<file path="config.mk">
export PLATFORM = sky130hd
export DESIGN_NAME = sobel_edge_threshold
export DESIGN_NICKNAME = d
export VERILOG_FILES = /design/src/rtl/sobel_edge_threshold.sv
export SDC_FILE = /design/constraint.sdc
export NUM_CORES = 1
export LEC_CHECK = 0
export BUFFER_PORTS_ARGS = -buffer_cell sky130_fd_sc_hd__buf_4
export CORE_ASPECT_RATIO = 0.75
export CORE_MARGIN = 1.5
export CORE_UTILIZATION = 51
export CTS_BUF_LIST = sky130_fd_sc_hd__clkbuf_4 sky130_fd_sc_hd__clkbuf_8
export CTS_CLUSTER_SIZE = 25
export DETAILED_ROUTE_END_ITERATION = 12
export GPL_TIMING_DRIVEN = 1
export PLACE_DENSITY = 0.79
export SYNTH_ARGS = -nofsm -noshare
export SYNTH_HDL_FRONTEND = slang
export SYNTH_SLANG_ARGS = --single-unit
</file>
<file path="constraint.sdc">
create_clock -name clk -period 4.86 [get_ports clk]
set_input_delay 0.486 -clock clk [delete_from_list [all_inputs] [get_ports clk]]
set_output_delay 0.486 -clock clk [all_outputs]
set_load 0.03 [all_outputs]
</file>
<file path="src/rtl/sobel_edge_threshold.sv">
// sobel_edge_threshold
//   Downstream stage of the sobel filter. Streams 64-bit gradient-magnitude
//   words (8 pixels, byte 0 = leftmost) from the magnitude SRAM and
//   thresholds each pixel. A pixel is an edge when it is strictly greater
//   than the latched threshold. The binary edge map (0xFF edge, 0x00
//   background) is written to an output SRAM. Edge pixels are counted with
//   a saturating counter for the particle detector.
//
//   Optional feature macro: BORDER_MASK_EN
//     When defined, byte 0 of a word at column 0 and byte 7 of a word at the
//     last column of a row are forced to background and not counted. This
//     suppresses the invalid sobel response on the image border.
//
// Ports
//   clk         in   1   system clock, all state on posedge
//   reset       in   1   asynchronous, active-low reset
//   startEn     in   1   one-cycle start pulse, ignored while busy
//   thresh      in   8   magnitude threshold, sampled on an accepted start
//   read_addr   out  20  magnitude SRAM read address
//   q_mag       in   64  magnitude SRAM read data (valid 2 edges after address)
//   we_out      out  1   edge-map SRAM write enable
//   write_addr  out  20  edge-map SRAM write address
//   data_out    out  64  edge-map word
//   edgeCount   out  20  edge pixels found this frame, saturating
//   busy        out  1   high from accepted start until done
//   done        out  1   one-cycle pulse after the last write
//   state_dbg   out  2   current FSM state (0 IDLE, 1 RUN, 2 DRAIN, 3 DONE)
//
// EDGE_MAX is the saturation value of edgeCount (20'hFFFFF in a real frame).

module sobel_edge_threshold #(
    parameter logic [19:0] START_ADDR    = 20'd768,
    parameter logic [19:0] NUM_WORDS     = 20'd64768,
    parameter logic [19:0] OUT_BASE      = 20'd0,
    parameter int          WORDS_PER_ROW = 256,
    parameter logic [19:0] EDGE_MAX      = 20'hFFFFF
) (
    input  logic        clk,
    input  logic        reset,
    input  logic        startEn,
    input  logic [7:0]  thresh,
    output logic [19:0] read_addr,
    input  logic [63:0] q_mag,
    output logic        we_out,
    output logic [19:0] write_addr,
    output logic [63:0] data_out,
    output logic [19:0] edgeCount,
    output logic        busy,
    output logic        done,
    output logic [1:0]  state_dbg
);

    typedef enum logic [1:0] {
        IDLE  = 2'd0,
        RUN   = 2'd1,
        DRAIN = 2'd2,
        DONE  = 2'd3
    } state_t;

    localparam logic [19:0] LAST_ADDR = START_ADDR + NUM_WORDS - 20'd1;
    localparam logic [7:0]  LAST_COL  = 8'(WORDS_PER_ROW - 1);

`ifdef BORDER_MASK_EN
    localparam bit MASK_BORDERS = 1'b1;
`else
    localparam bit MASK_BORDERS = 1'b0;
`endif

    state_t      state;
    logic [7:0]  thresh_r;

    // Read pipeline. s1 marks the address issued at the last edge, s2 the
    // cycle in which the SRAM is reading it, s3 holds the captured data.
    logic        s1_valid;
    logic        s2_valid;
    logic [19:0] s2_addr;
    logic        s3_valid;
    logic [19:0] s3_addr;
    logic [63:0] s3_q;

    logic [7:0]  edge_flags;
    logic [63:0] edge_word;
    logic [3:0]  edge_pop;
    logic [20:0] count_sum;
    logic [19:0] count_next;
    logic        col_first;
    logic        col_last;

    assign state_dbg = state;

    // Column position within a row is the low byte of the word address.
    assign col_first = (s3_addr[7:0] == 8'd0);
    assign col_last  = (s3_addr[7:0] == LAST_COL);

    always_comb begin
        edge_flags = '0;
        edge_word  = '0;
        edge_pop   = '0;
        for (int i = 0; i < 8; i++) begin
            edge_flags[i] = (s3_q[8*i +: 8] > thresh_r);
        end
        if (MASK_BORDERS && col_first) edge_flags[0] = 1'b0;
        if (MASK_BORDERS && col_last)  edge_flags[7] = 1'b0;
        for (int i = 0; i < 8; i++) begin
            edge_word[8*i +: 8] = {8{edge_flags[i]}};
            edge_pop            = edge_pop + {3'b000, edge_flags[i]};
        end
        // Counter never exceeds EDGE_MAX, so one compare on the widened sum
        // is enough to saturate without wrapping.
        count_sum  = {1'b0, edgeCount} + {17'd0, edge_pop};
        count_next = (count_sum > {1'b0, EDGE_MAX}) ? EDGE_MAX : count_sum[19:0];
    end

    // Start handshake: startEn is a one-cycle request that is accepted only
    // in IDLE (busy=0); there is no ready signal, a request made while busy
    // is dropped and never queued.
    always_ff @(posedge clk or negedge reset) begin
        if (!reset) begin
            state      <= IDLE;
            thresh_r   <= '0;
            read_addr  <= '0;
            s1_valid   <= 1'b0;
            s2_valid   <= 1'b0;
            s2_addr    <= '0;
            s3_valid   <= 1'b0;
            s3_addr    <= '0;
            s3_q       <= '0;
            we_out     <= 1'b0;
            write_addr <= '0;
            data_out   <= '0;
            edgeCount  <= '0;
            busy       <= 1'b0;
            done       <= 1'b0;
        end else begin
            done <= 1'b0;

            s2_valid <= s1_valid;
            s2_addr  <= read_addr;
            s3_valid <= s2_valid;
            s3_addr  <= s2_addr;
            if (s2_valid) begin
                s3_q <= q_mag;
            end

            // Output stage: address and data hold their last value when idle.
            we_out <= s3_valid;
            if (s3_valid) begin
                write_addr <= s3_addr - START_ADDR + OUT_BASE;
                data_out   <= edge_word;
                edgeCount  <= count_next;
            end

            case (state)
                IDLE: begin
                    s1_valid <= 1'b0;
                    if (startEn) begin
                        thresh_r  <= thresh;
                        edgeCount <= '0;
                        read_addr <= START_ADDR;
                        s1_valid  <= 1'b1;
                        busy      <= 1'b1;
                        state     <= RUN;
                    end
                end
                RUN: begin
                    if (read_addr == LAST_ADDR) begin
                        s1_valid <= 1'b0;
                        state    <= DRAIN;
                    end else begin
                        read_addr <= read_addr + 20'd1;
                        s1_valid  <= 1'b1;
                    end
                end
                DRAIN: begin
                    s1_valid <= 1'b0;
                    // Leave only after the final write has been presented.
                    if (!s1_valid && !s2_valid && !s3_valid && !we_out) begin
                        state <= DONE;
                    end
                end
                DONE: begin
                    done  <= 1'b1;
                    busy  <= 1'b0;
                    state <= IDLE;
                end
                default: state <= IDLE;
            endcase
        end
    end

endmodule
</file>
==> flow_metrics.py, run 1 <==
metrics = {
    "status": {
        "status": "complete, no violations",
    },
    "timing": {
        "grt_setup_unrepaired": "true",
        "slew_viol_final": 0,
        "slew_headroom_pct": 24.7,
        "fmax_ghz": 0.208,
        "finalHoldViolations": 0,
        "whs_ps": 143,
        "period_share_pct": 99.0,
        "fin_worst_skew_ps": 21.2,
        "finalSetupViolCount": 0,
        "tightest_slew_ps": 1130,
        "setup_tns_ps": 0,
        "fin_crit_ps": 4810,
    },
    "global_routing": {
        "grt_first_pass_wirelength_microns": 35600,
        "grt_remaining_overflow": 0,
        "grt_max_degree": 119,
        "antenna_found_initial": 0,
        "track_usage_pct": 23.8,
        "grt_pass1_vias": 6787,
    },
    "yosys": {
        "ys.flop_type": "dfrtp_1",
        "synthArstFlopShare_pct": 100,
        "synth_mux_area_share_pct": 8.51,
        "postSynthAreaPerCell_sq_um": 11.3,
        "syn_inst": 830,
        "synthAdderAreaFrac_pct": 11.4,
        "ys_seq_area_share_pct": 50.3,
        "synth_nets": 987,
        "synth_top_family_by_area": "adder cells",
        "synth_compound_area_share_pct": 10.3,
        "synthSimpleGateAreaFrac_pct": 11.2,
        "syn_area_sq_um": 9360,
        "yosys_warnings": 0,
        "synth_cell_types": 56,
        "synth_xor_area_share_pct": 1.50,
        "synth_edf_count": 0,
        "synth.ff_latch_count": 188,
    },
    "die": {
        "core_sq_um": 17800,
        "die_width_microns": 159,
        "dieArea_sq_um": 19200,
        "die_h_microns": 120,
        "io_pins": 204,
        "start_util_pct": 52.5,
        "fp-row-count": 42,
    },
    "setup_path": {
        "critical_path_class": "reg2reg",
        "crit_arrival_ps": 5120,
        "cp-start-kind": "register",
        "reg2reg_from": "thresh_r[1]",
        "max_stage_delay_ps": 510,
        "cp.required_ps": 5170,
        "worst-path-max-fanout": 8,
        "crit_start": "thresh_r[1]",
        "endpoint_kind": "register",
        "cp_cell_sequence": "inv_2, ha_1, nor2b_1, o21bai_1, a21oi_1, a211oi_2, nor2_1, fa_1, inv_2, fa_1, fa_1, inv_1, fa_2, fa_2, a21o_1, a21oi_4, or4_4, and4_1, a211oi_2",
        "cp_slowest_cell": "fa_1",
        "path_common_cell": "fa_1",
    },
    "routing": {
        "vias_per_cell": 5.48,
        "first_pass_iters": 5,
        "drt_iter0_drc": 428,
        "drc_errors": 0,
        "drtAntennaViolNets": 0,
        "drt_wl_total_microns": 22300,
        "drt-wirelength-per-cell_microns": 17.6,
        "vias": 6927,
    },
    "layout": {
        "areaGrowthSynthToFinish_pct": 22.6,
        "stdcell_count": 1265,
        "final_common_cell": "buf_4",
        "drive_gt1_share_pct": 37.0,
        "nNetsFinal": 1168,
        "layout_common_cells": "buf_4, dfrtp_1, ha_1, mux2_2, nand2_1",
        "antenna_cells": 0,
        "final_core_util_pct": 64.4,
    },
    "clocking": {
        "clockRootBuffer": "clkbuf_8",
        "cts_tree": "done",
        "hold_buffers": 0,
        "clock-sinks": 188,
        "htreeDepth": 4,
        "cts_buffers": 17,
        "clkTransAtPathRegs_ps": 100,
        "clk_latency_ps": 470,
        "cts_buffer_depth": 2,
    },
    "power": {
        "p_total_w": 0.00974,
        "power.density_nw_per_um2": 848,
        "ir_drop_mv": 0.609,
        "p_leak_nw": 5.57,
    },
    "hold_path": {
        "hold_class": "in2async",
    },
    "placement": {
        "dp_cells": 1228,
        "gp_congestion": 0.830,
        "io_buffers": 203,
        "hpwl_microns": 16000,
    },
    "flow_run": {
        "drv_cap": 0,
    },
}
report_power, final:
| part | leakage (nW) | internal (W) | total (W) | switching, W |
|---|---|---|---|---|
| combinational | 2.99 | 0.00276 | 0.00620 | 0.00344 |
| clock | 0.210 | 0.000497 | 0.00107 | 0.000575 |
| sequential | 2.37 | 0.00207 | 0.00246 | 0.000398 |
cell type report:
type | count | area, sq um
well taps | 242 | 303
repair buffers | 241 | 1820
clock buffers | 20 | 269
multi-input cells | 531 | 4130
fillers | 1384 | 6340
flip-flops and latches | 188 | 4710
inverters | 32 | 120
clock inverters | 11 | 130
flip-flops by register name, summed over array words and instances, names as in the netlist, 2 cells and up:
name / count
state_dbg: 2
s3_addr: 20
data_out: 8
edgeCount: 20
thresh_r: 8
write_addr: 20
read_addr: 20
s3_q: 64
s2_addr: 20
per-layer routing:
layer | GRT usage (%) | wire length [microns] | share of wire [%] | up-vias
met4 | 6.13 | 300 | 1.3 | 0
li1 | - | - | - | 3274
met2 | 37.3 | 10200 | 46 | 194
met3 | 4.25 | 979 | 4.4 | 27
met1 | 34.3 | 10800 | 48 | 3432
met5 | 0 | 0 | 0 | -
worst max-delay path: cells and delay by family (launching register included):
kind	cells	cell delay, ps
adder cells (fa/ha/maj)	6	2460
AO/OA/AOI/OAI	6	960
AND/OR/NAND/NOR	4	660
flip-flops	1	380
buffers and inverters	3	190
synth_stat cells, types with 8 or more instances:
| cell type | count | share of area (%) |
|---|---|---|
| a211oi_1 | 8 | 0.64 |
| a21o_1 | 20 | 1.6 |
| a21oi_1 | 53 | 2.8 |
| a31oi_1 | 8 | 0.53 |
| buf_4 | 58 | 4.7 |
| clkbuf_1 | 19 | 0.76 |
| dfrtp_1 | 188 | 50 |
| ha_1 | 77 | 10 |
| inv_1 | 32 | 1.3 |
| mux2_2 | 69 | 8.3 |
| nand2_1 | 53 | 2.1 |
| nand3_1 | 29 | 1.6 |
| nand4_1 | 9 | 0.60 |
| nor2_1 | 35 | 1.4 |
| nor2b_1 | 10 | 0.67 |
| nor3_1 | 16 | 0.86 |
| o21ai_0 | 43 | 2.3 |
| or3_1 | 14 | 0.94 |
| xnor2_1 | 10 | 0.94 |
through the flow:
step                      setup WS [ps]  instance area (sq um)
after global routing               -165                  11500
after floorplan                   0.648                   9370
after CTS                          49.7                  11300
after global placement            -68.5                  10900
after detailed placement           -236                  10900
final                              46.3                  11500
timing repair:
item | CTS | global route
resized for setup | 4 | 21
setup endpoints to repair | 20 | 20
setup buffers | 0 | 6
pin swaps | 2 | 13
kinds of logic (layout without fill, tap and decap cells):
| family | after synthesis | after routing |
|---|---|---|
| and+or+nand+nor | 202 | 202 |
| DFF | 188 | 188 |
| AOI/OAI and AO/OA | 160 | 160 |
| buffers and inverters | 111 | 304 |
| adders and majority gates | 82 | 82 |
| muxes | 71 | 71 |
| xor gates and xnor gates | 16 | 16 |
path summary, 6_finish.rpt:
| check | end | slack (ps) | cells past startpoint |
|---|---|---|---|
| max | edgeCount[17] | 50 | 19 |
| min | write_addr[3] | 140 | 1 |
| max reg2reg | edgeCount[17] | 50 | 19 |
| min reg2reg | s3_addr[9] | 360 | 0 |
| max in group asynchronous | s3_addr[19] | 3600 | 2 |
| min in group clk | s3_q[56] | 220 | 3 |
Power figures use the tool's default switching activity.
==> inputs of run 2 (changes only) <==
--- a/config.mk
+++ b/config.mk
@@ -13,7 +13,7 @@
 export CTS_CLUSTER_SIZE = 25
 export DETAILED_ROUTE_END_ITERATION = 12
 export GPL_TIMING_DRIVEN = 1
-export PLACE_DENSITY = 0.79
+export PLACE_DENSITY_LB_ADDON = 0.25
 export SYNTH_ARGS = -nofsm -noshare
 export SYNTH_HDL_FRONTEND = slang
 export SYNTH_SLANG_ARGS = --single-unit
==> run 2 against run 1 <==
Compared with the run above:
- wire length is 0.61% lower
- sequential cell count did not move
- critical path type unchanged
- clock-buffer cell count down 3
- critical endpoint unchanged
- sequential share of layout area up 0.15 points
- worst hold slack got worse by 82 ps
- power about the same
- core utilization down 0.23 points
==> flow_metrics.py, run 2 (synthesis gave the netlist of run 1 again) <==
metrics = {
    "status": {
        "status": "complete, no violations",
    },
    "power": {
        "p_sw_share_pct": 45.7,
        "power.density_nw_per_um2": 851,
        "p_switching_w": 0.00445,
        "p_int_w": 0.00529,
        "p_seq_share_pct": 25.5,
        "p_leak_nw": 5.52,
        "clock_power_share_pct": 10.9,
        "p_total_w": 0.00974,
        "ir_drop_mv": 0.662,
        "comb_power_share_pct": 63.6,
    },
    "clocking": {
        "clkTransAtPathRegs_ps": 100,
        "cts_buffer_depth": 2,
        "htreeDepth": 4,
        "clock-sinks": 188,
        "clockRootBuffer": "clkbuf_8",
        "cts_buffers": 17,
        "hold_buffers": 0,
        "cts_tree": "done",
        "clk_latency_ps": 480,
    },
    "routing": {
        "vias": 6829,
        "first_pass_iters": 7,
        "drt-wirelength-per-cell_microns": 17.6,
        "drt_wl_total_microns": 22100,
        "vias_per_cell": 5.44,
        "drtAntennaViolNets": 0,
        "drc_errors": 0,
        "drt_iter0_drc": 398,
    },
    "layout": {
        "antenna_cells": 0,
        "final_common_cell": "buf_4",
        "layout_common_cells": "buf_4, dfrtp_1, ha_1, mux2_2, nand2_1",
        "areaGrowthSynthToFinish_pct": 22.2,
        "top_register": "s3_q",
        "largest_register_ffs": 64,
        "nNetsFinal": 1158,
        "final_area_sq_um": 11400,
        "drive_gt1_share_pct": 36.8,
        "stdcell_count": 1256,
        "final_core_util_pct": 64.2,
    },
    "timing": {
        "period_share_pct": 98.2,
        "fmax_ghz": 0.209,
        "finalHoldViolations": 0,
        "finalSetupViolCount": 0,
        "grt_setup_unrepaired": "true",
        "fin_crit_ps": 4770,
        "setup_tns_ps": 0,
        "fin_worst_skew_ps": 17.2,
        "slew_headroom_pct": 31.3,
        "slew_viol_final": 0,
        "tightest_slew_ps": 1030,
    },
    "global_routing": {
        "grt_remaining_overflow": 0,
        "antenna_found_initial": 0,
        "grt_first_pass_wirelength_microns": 34700,
        "grt_max_degree": 100,
        "track_usage_pct": 23.6,
        "grt_pass1_vias": 6502,
    },
    "die": {
        "die_width_microns": 159,
        "start_util_pct": 52.5,
        "die_h_microns": 120,
        "io_pins": 204,
        "dieArea_sq_um": 19200,
        "fp-row-count": 42,
        "core_sq_um": 17800,
    },
    "placement": {
        "placed_area_sq_um": 10900,
        "dp_cells": 1222,
        "io_buffers": 203,
        "hpwl_microns": 16200,
        "gp_congestion": 0.840,
    },
    "setup_path": {
        "crit_arrival_ps": 5120,
        "endpoint_kind": "register",
        "critical_path_class": "reg2reg",
        "cp-start-kind": "register",
        "cp.required_ps": 5210,
        "worst-path-max-fanout": 6,
    },
    "hold_path": {
        "hold_class": "in2async",
    },
    "flow_run": {
        "drv_cap": 0,
    },
}
[run 2: cell count changes in the layout (fill, tap and decap cells not counted), sizes merged]
cell      previous run  this run
buf                240       230
inv                 38        40
clkinv               3         5
clkinvlp             0         1
clkbuf              21        18
bufinv               2         1
[run 2: routing by layer]
metal	vias to the layer above	GRT usage, %	wire, microns
li1	3255	-	-
met4	0	7.31	278
met5	-	0	0
met3	20	5.28	1280
met1	3331	36.2	11000
met2	223	32.9	9540
[run 2: final timing paths]
| check | startpoint | to | slack [ps] | cells past startpoint |
|---|---|---|---|---|
| max | thresh_r[3] | edgeCount[17] | 90 | 19 |
| min | reset | write_addr[15] | 60 | 1 |
| max reg2reg | thresh_r[3] | edgeCount[17] | 90 | 19 |
| min reg2reg | s2_addr[9] | s3_addr[9] | 360 | 0 |
| max in group asynchronous | reset | s2_valid | 3810 | 2 |
| min in group clk | thresh[0] | thresh_r[0] | 220 | 3 |
[run 2: repair_timing]
action | in CTS | in global routing
endpoints found under the setup margin | 15 | 20
gates resized for setup | 4 | 26
endpoints found under the hold margin | 0 | 0
setup buffers | 1 | 2
pin swaps | 1 | 23
[run 2: area by class of cell]
| type | count | area [sq um] |
|---|---|---|
| repair buffers | 231 | 1760 |
| flip-flops and latches | 188 | 4710 |
| well taps | 242 | 303 |
| multi-input cells | 531 | 4130 |
| inverters | 32 | 120 |
| fillers | 1428 | 6380 |
| clock buffers | 17 | 234 |
| clock inverters | 15 | 175 |
[run 2: power by group through the flow]
stage / Clock [W] / Sequential (W) / Combinational (W)
6_report: 0.00106 / 0.00248 / 0.00619
5_1_grt: 0.00114 / 0.00256 / 0.00680
4_1_cts: 0.00109 / 0.00248 / 0.00572
3_5_place_dp: 0 / 0.00251 / 0.00562
3_3_place_gp: 0 / 0.00249 / 0.00545
2_1_floorplan: 0 / 0.00264 / 0.00393
[run 2: through the flow]
| stage | hold WS, ps | worst slack [ps] |
|---|---|---|
| final | 61.1 | 85.4 |
| after global routing | 99.1 | -86.3 |
| after detailed placement | 335 | -92.0 |
| after floorplan | 190 | 0.648 |
| after global placement | 332 | 16.3 |
| after CTS | 76.6 | 25.9 |
[run 2: worst max-delay path, cell delays in order, from the launching register on]
cell and delay (ps):
dfrtp_1 350, inv_2 60, buf_6 120, ha_4 280, nand3_2 80, o21bai_1 160, a21o_1 190, a21oi_2 200
fa_1 440, inv_1 80, fa_1 440, fa_1 540, inv_2 40, fa_2 370, fa_2 380, a21o_1 190
a21oi_4 250, or4_4 210, and4_1 210, a211oi_2 60
